===== src/rtl/pipe_mdu_pkg.sv =====
// Shared definitions for the iterative multiply/divide unit: op encodings,
// FSM states, latched per-operation control and divide-by-zero constants.
package pipe_mdu_pkg;

    localparam logic [1:0] MDU_MUL   = 2'b00;
    localparam logic [1:0] MDU_MULTU = 2'b01;
    localparam logic [1:0] MDU_DIV   = 2'b10;
    localparam logic [1:0] MDU_DIVU  = 2'b11;

    typedef enum logic [1:0] {
        IDLE = 2'd0,
        CALC = 2'd1,
        FIX  = 2'd2
    } mdu_state_t;

    // Quotient on divide by zero is all ones (sliced to XLEN by the user).
    // The remainder on divide by zero is the raw dividend; the restoring
    // loop produces that on its own, so no constant is needed for HI.
    localparam int                      MDU_MAX_XLEN = 64;
    localparam logic [MDU_MAX_XLEN-1:0] DIV0_LO      = '1;

    // Control captured at issue and consumed in FIX.
    typedef struct packed {
        logic is_div;  // divide (1) or multiply (0)
        logic neg_q;   // negate product / quotient
        logic neg_r;   // negate remainder (dividend was negative)
        logic div0;    // divisor was zero
    } mdu_ctl_t;

    function automatic logic op_is_div(input logic [1:0] op);
        return op[1];
    endfunction

    function automatic logic op_is_signed(input logic [1:0] op);
        return ~op[0];
    endfunction

endpackage


===== src/rtl/pipe_mdu_step.sv =====
// One radix-2 iteration of the MDU datapath: right-shifting shift-add for
// multiply, left-shifting restoring subtract for divide. Purely combinational.
module pipe_mdu_step #(
    parameter int XLEN = 32
) (
    input  logic              is_div,
    input  logic [2*XLEN-1:0] acc_in,
    input  logic [XLEN-1:0]   opnd,
    output logic [2*XLEN-1:0] acc_out
);

    logic [XLEN:0]   sum;
    logic [XLEN:0]   rem_sh;
    logic [XLEN-1:0] diff;

    // Multiply: acc = {partial product, remaining multiplier bits}.
    // Divide:   acc = {remainder, dividend bits shifting into quotient}.
    always_comb begin
        sum     = {1'b0, acc_in[2*XLEN-1:XLEN]} + {1'b0, opnd};
        rem_sh  = acc_in[2*XLEN-1:XLEN-1];
        diff    = rem_sh[XLEN-1:0] - opnd;
        acc_out = acc_in;
        if (is_div) begin
            if (rem_sh >= {1'b0, opnd})
                acc_out = {diff, acc_in[XLEN-2:0], 1'b1};
            else
                acc_out = {rem_sh[XLEN-1:0], acc_in[XLEN-2:0], 1'b0};
        end else if (acc_in[0]) begin
            acc_out = {sum, acc_in[XLEN-1:1]};
        end else begin
            acc_out = {1'b0, acc_in[2*XLEN-1:1]};
        end
    end

endmodule


===== src/rtl/pipe_mdu.sv =====
// Iterative multiply/divide unit owning HI/LO. Operands are converted to
// magnitudes at issue, iterated XLEN times, and sign-fixed in FIX.
// Optional feature macro: PIPE_MDU_FAST_MUL_EN (single-cycle multiplier for
// mul/multu, FSM goes IDLE->FIX; divides stay iterative).
module pipe_mdu
    import pipe_mdu_pkg::*;
#(
    parameter int XLEN  = 32,
    parameter int CNT_W = 5
) (
    input  logic            clk,
    input  logic            clrn,
    input  logic            start,
    input  logic [1:0]      op,
    input  logic [XLEN-1:0] a,
    input  logic [XLEN-1:0] b,
    input  logic            cancel,
    input  logic            w_hi,
    input  logic            w_lo,
    input  logic [XLEN-1:0] wdata,
    output logic            busy,
    output logic            done,
    output logic [XLEN-1:0] hi,
    output logic [XLEN-1:0] lo
);

    mdu_state_t        state, state_nxt;
    logic [CNT_W-1:0]  cnt;
    logic [2*XLEN-1:0] acc, acc_step, acc_fix;
    logic [XLEN-1:0]   opnd, a_mag, b_mag, hi_fix, lo_fix;
    mdu_ctl_t          ctl, ctl_new;
    logic              issue, commit;

    assign issue  = (state == IDLE) && start && !cancel;
    assign commit = (state == FIX) && !cancel;

    // Magnitudes: |0x80000000| is 0x80000000 as unsigned, which also makes
    // 0x80000000 / -1 come out as 0x80000000 rem 0 without a special case.
    assign a_mag = (op_is_signed(op) && a[XLEN-1]) ? -a : a;
    assign b_mag = (op_is_signed(op) && b[XLEN-1]) ? -b : b;

    assign ctl_new.is_div = op_is_div(op);
    assign ctl_new.neg_q  = op_is_signed(op) && (a[XLEN-1] ^ b[XLEN-1]);
    assign ctl_new.neg_r  = op_is_signed(op) && a[XLEN-1];
    assign ctl_new.div0   = op_is_div(op) && (b == '0);

`ifdef PIPE_MDU_FAST_MUL_EN
    logic [2*XLEN-1:0] fast_prod;
    assign fast_prod = {{XLEN{1'b0}}, a_mag} * {{XLEN{1'b0}}, b_mag};
`endif

    pipe_mdu_step #(.XLEN(XLEN)) u_step (
        .is_div  (ctl.is_div),
        .acc_in  (acc),
        .opnd    (opnd),
        .acc_out (acc_step)
    );

    // Next-state: cancel overrides everything and returns to IDLE.
    always_comb begin
        state_nxt = state;
        unique case (state)
            IDLE: if (start) begin
`ifdef PIPE_MDU_FAST_MUL_EN
                state_nxt = op_is_div(op) ? CALC : FIX;
`else
                state_nxt = CALC;
`endif
            end
            CALC:    if (cnt == '1) state_nxt = FIX;
            FIX:     state_nxt = IDLE;
            default: state_nxt = IDLE;
        endcase
        if (cancel) state_nxt = IDLE;
    end

    // Sign fix-up of the magnitude result; divide by zero forces LO.
    always_comb begin
        acc_fix = ctl.neg_q ? -acc : acc;
        hi_fix  = acc_fix[2*XLEN-1:XLEN];
        lo_fix  = acc_fix[XLEN-1:0];
        if (ctl.is_div) begin
            lo_fix = ctl.div0  ? DIV0_LO[XLEN-1:0]
                   : ctl.neg_q ? -acc[XLEN-1:0] : acc[XLEN-1:0];
            hi_fix = ctl.neg_r ? -acc[2*XLEN-1:XLEN] : acc[2*XLEN-1:XLEN];
        end
    end

    // Operand capture at issue, then one iteration per CALC cycle.
    always_ff @(posedge clk or negedge clrn) begin
        if (!clrn) begin
            acc  <= '0;
            opnd <= '0;
            ctl  <= '0;
            cnt  <= '0;
        end else if (issue) begin
            ctl  <= ctl_new;
            opnd <= b_mag;
            cnt  <= '0;
`ifdef PIPE_MDU_FAST_MUL_EN
            acc  <= op_is_div(op) ? {{XLEN{1'b0}}, a_mag} : fast_prod;
`else
            acc  <= {{XLEN{1'b0}}, a_mag};
`endif
        end else if (state == CALC) begin
            acc <= acc_step;
            cnt <= cnt + CNT_W'(1);
        end
    end

    // FSM state plus registered busy/done so neither output glitches.
    always_ff @(posedge clk or negedge clrn) begin
        if (!clrn) begin
            state <= IDLE;
            busy  <= 1'b0;
            done  <= 1'b0;
        end else begin
            state <= state_nxt;
            busy  <= (state_nxt != IDLE);
            done  <= commit;
        end
    end

    // HI/LO: result write in FIX, mthi/mtlo only when idle and not issuing.
    always_ff @(posedge clk or negedge clrn) begin
        if (!clrn) begin
            hi <= '0;
            lo <= '0;
        end else if (commit) begin
            hi <= hi_fix;
            lo <= lo_fix;
        end else if (state == IDLE && !start && !cancel) begin
            if (w_hi) hi <= wdata;
            if (w_lo) lo <= wdata;
        end
    end

endmodule


===== config.mk =====
export PLATFORM = sky130hd
export DESIGN_NAME = pipe_mdu
export DESIGN_NICKNAME = d
export VERILOG_FILES = /design/src/rtl/pipe_mdu_pkg.sv /design/src/rtl/pipe_mdu_step.sv /design/src/rtl/pipe_mdu.sv
export SDC_FILE = /design/constraint.sdc
export NUM_CORES = 1
export LEC_CHECK = 0
export CAP_MARGIN = 0
export CORE_UTILIZATION = 63
export DETAILED_ROUTE_END_ITERATION = 12
export PLACE_DENSITY = 0.89
export RECOVER_POWER = 25
export SLEW_MARGIN = 10
export SYNTH_ARGS = -nofsm -noshare
export SYNTH_HDL_FRONTEND = slang
export SYNTH_SLANG_ARGS = --single-unit
export TNS_END_PERCENT = 1

===== constraint.sdc =====
create_clock -name clk -period 6.7 [get_ports clk]
set_input_delay 1.005 -clock clk [delete_from_list [all_inputs] [get_ports clk]]
set_output_delay 1.005 -clock clk [all_outputs]
set_load 0.05 [all_outputs]

==> reports/qor.csv <==
metric,value,unit
outcome,"finished, violations left",
violations,"capacitance limit, slew limit",
crit_fanout,4,
clk_pin_slew_worst_paths,70,ps
wl_per_cell,21.4,µm
final_cell_mix,"nand2_1, o21ai_0, dfrtp_1",
vias_per_cell,6.63,
synth.avg_cell_area,7.82,µm²
comb_power_share,60.6,%
ys_top_cells_by_area,"dfrtp_1, o21ai_0, nand2_1",
antenna_found_initial,2,
worst_pin_slew,2750,ps
cts_made_buffers,17,
clk_latency,450,ps
power,7550,µW
core_region_area,22800,µm²
final_common_cell,nand2_1,
max_slew_margin,-83.1,%
clk_path_buf_depth,2,
grt_pass1_vias,13898,
synth-seq-cells,173,
cts_tree,built,
rsz0062_at_grt,false,
synth_flop_cell,dfrtp_1,
crit_arrival,4040,ps
area_growth_syn_to_layout,16.0,%
syn_inst,1883,
grt_use_total,41.0,%
ctsRootBufferMaster,clkbuf_16,
portBuffers,169,
drc_errors,0,
yosys_warnings,0,
place_area,16500,µm²
cp_data_required_time,7030,ps
p_clk_share,13.8,%
cts_max_level,4,
finalSetupViolCount,0,
endpoint_kind,flop,
grt-ovfl-total,0,
ys_seq_area_share,29.4,%
hold_class,flop to flop,
setup_tns,0,ps
ctsResizeCount,0,
sw_frac_of_total,51.3,%
fin_crit_sh,55.4,%
finalCriticalPeriod,3720,ps
synth_edf_count,0,
synth_nets,2059,
fin_util,74.9,%
drive_gt1_share,4.81,%
die_h,155,µm
drt_iter0_drc,1613,
dp_cells,2258,
dieArea,24000,µm²
finalNonFillerCells,2291,
gp_congestion,0.974,
num_vias,15199,
dieWidth,155,µm
seqPwrFrac,25.6,%
irDropWorstVdd,0.275,mV
nNetsFinal,2140,
leakagePower,0.00692,µW
post_cts_buffers,0,
ys_async_sr_fraction,100,%
ant_nets,0,
power.internal,3680,µW
dp_hpwl,37.0,mm
synth_top_area_share,29.4,%
yosysUniqueCellTypes,85,
syn_area,14700,µm²
finClkSkew,12.6,ps
start_util,64.6,%
startpoint_type,flop,
hold_viol_final,0,
fp-row-count,55,
p_sw,3870,µW
yosysTopAreaCell,dfrtp_1,
critPathKind,flop to flop,
cap_violations,1,
timing.final.max_slew_violations,50,
clock_sinks,173,
dr.pass1.iters,8,
design_area,17100,µm²
cts_hold_buf,0,
grt_start_max_net_pins,101,
num_io_pins,170,
p_per_area,442,nW/µm²
max_freq,0.269,GHz
nFillCells,1731,
grt_pass1_wl,76.6,mm
routed_wirelength,49.1,mm
-- worst max-delay path, cell delays in order, from the launching register on --
cell       delay (ps)
dfrtp_1           450
inv_1             260
ha_1              210
inv_1              50
fa_1              410
a21o_1            210
a221oi_2          380
o311a_1           290
o21ai_1            90
a221oi_1          480
o21ai_0           190
xor2_1            170
mux2_2            270
a2bb2oi_1         130
-- layout make-up --
type | count | area [µm²] | share of cell area, %
Timing Repair Buffer | 185 | 1810 | 10.6
Tap cell | 313 | 392 | 2.29
Multi-Input combinational cell | 1522 | 9690 | 56.8
Clock inverter | 14 | 170 | 0.997
Clock buffer | 18 | 429 | 2.51
Inverter | 65 | 244 | 1.43
Antenna cell | 1 | 2.50 | 0.0147
Sequential cell | 173 | 4330 | 25.4
-- final timing paths --
kind                         start      end  slack (ps)  cells after the start
min in group asynchronous     clrn   hi[17]         600                      1
max reg2reg                acc[31]  acc[56]        2980                     13
min                         hi[24]   hi[24]         480                      2
min reg2reg                 hi[24]   hi[24]         480                      2
max                        acc[31]  acc[56]        2980                     13
max in group asynchronous     clrn   hi[16]        3000                      2
-- per-stage QoR --
step                      setup slack, ps  hold slack [ps]
final                                2980              477
after global routing                 2480              512
after CTS                            3080              486
after global placement               2910              462
after detailed placement             2820              469
after floorplan                      3630              466
-- Yosys cell counts, types with 4 or more instances --
cell type / count
xor2_1: 73
ha_1: 70
o21bai_1: 11
nand3b_1: 4
buf_1: 9
o21ai_1: 35
clkbuf_1: 100
o41ai_1: 9
dfrtp_1: 173
a31oi_1: 21
nor3_1: 38
and2_1: 4
nor2b_1: 15
o21a_1: 6
a21oi_1: 164
nor4_1: 11
a31o_2: 6
nand2b_1: 22
nand4_1: 14
or4_1: 9
xnor2_1: 100
nor2_1: 118
nor3b_1: 7
a22o_1: 7
o31ai_1: 30
or3_1: 14
o21ai_0: 200
mux2i_1: 50
nand2_1: 241
a211oi_1: 15
and3_1: 13
or2_2: 5
nand3_1: 41
or4_4: 4
inv_1: 65
a21o_1: 19
o22ai_1: 34
o211ai_1: 44
buf_2: 10
-- cells by family after synthesis --
family	after synthesis	synth area share, %
multiplexers	53	3.63
AND/OR/NAND/NOR	583	19.2
flip-flops	173	29.4
buffers and inverters	188	4.99
AO/OA/AOI/OAI	641	26.3
adder cells (fa/ha/maj)	72	6.22
XOR/XNOR	173	10.3
-- power groups by stage --
stage	logic [µW]	clock network [µW]	registers, µW
after floorplan	3160	0	1910
after global placement	4360	0	1900
after detailed placement	4430	0	1920
after CTS	4470	1040	1900
after global routing	4950	1080	1960
final	4570	1040	1930
-- metal layers --
layer	global-route usage, %	routed length, µm
met1	58.1	20700
met2	61.1	21200
met3	7.27	5080
met4	18.6	2080
met5	0	13
-- state kept, by name (all words and copies together) (netlist names) --
signal and cells:
opnd 32, busy 1, lo 32, done 1
hi 32, cnt 5, acc 64, state 2
ctl 4
No activity file was read; power rests on OpenSTA's default activity.
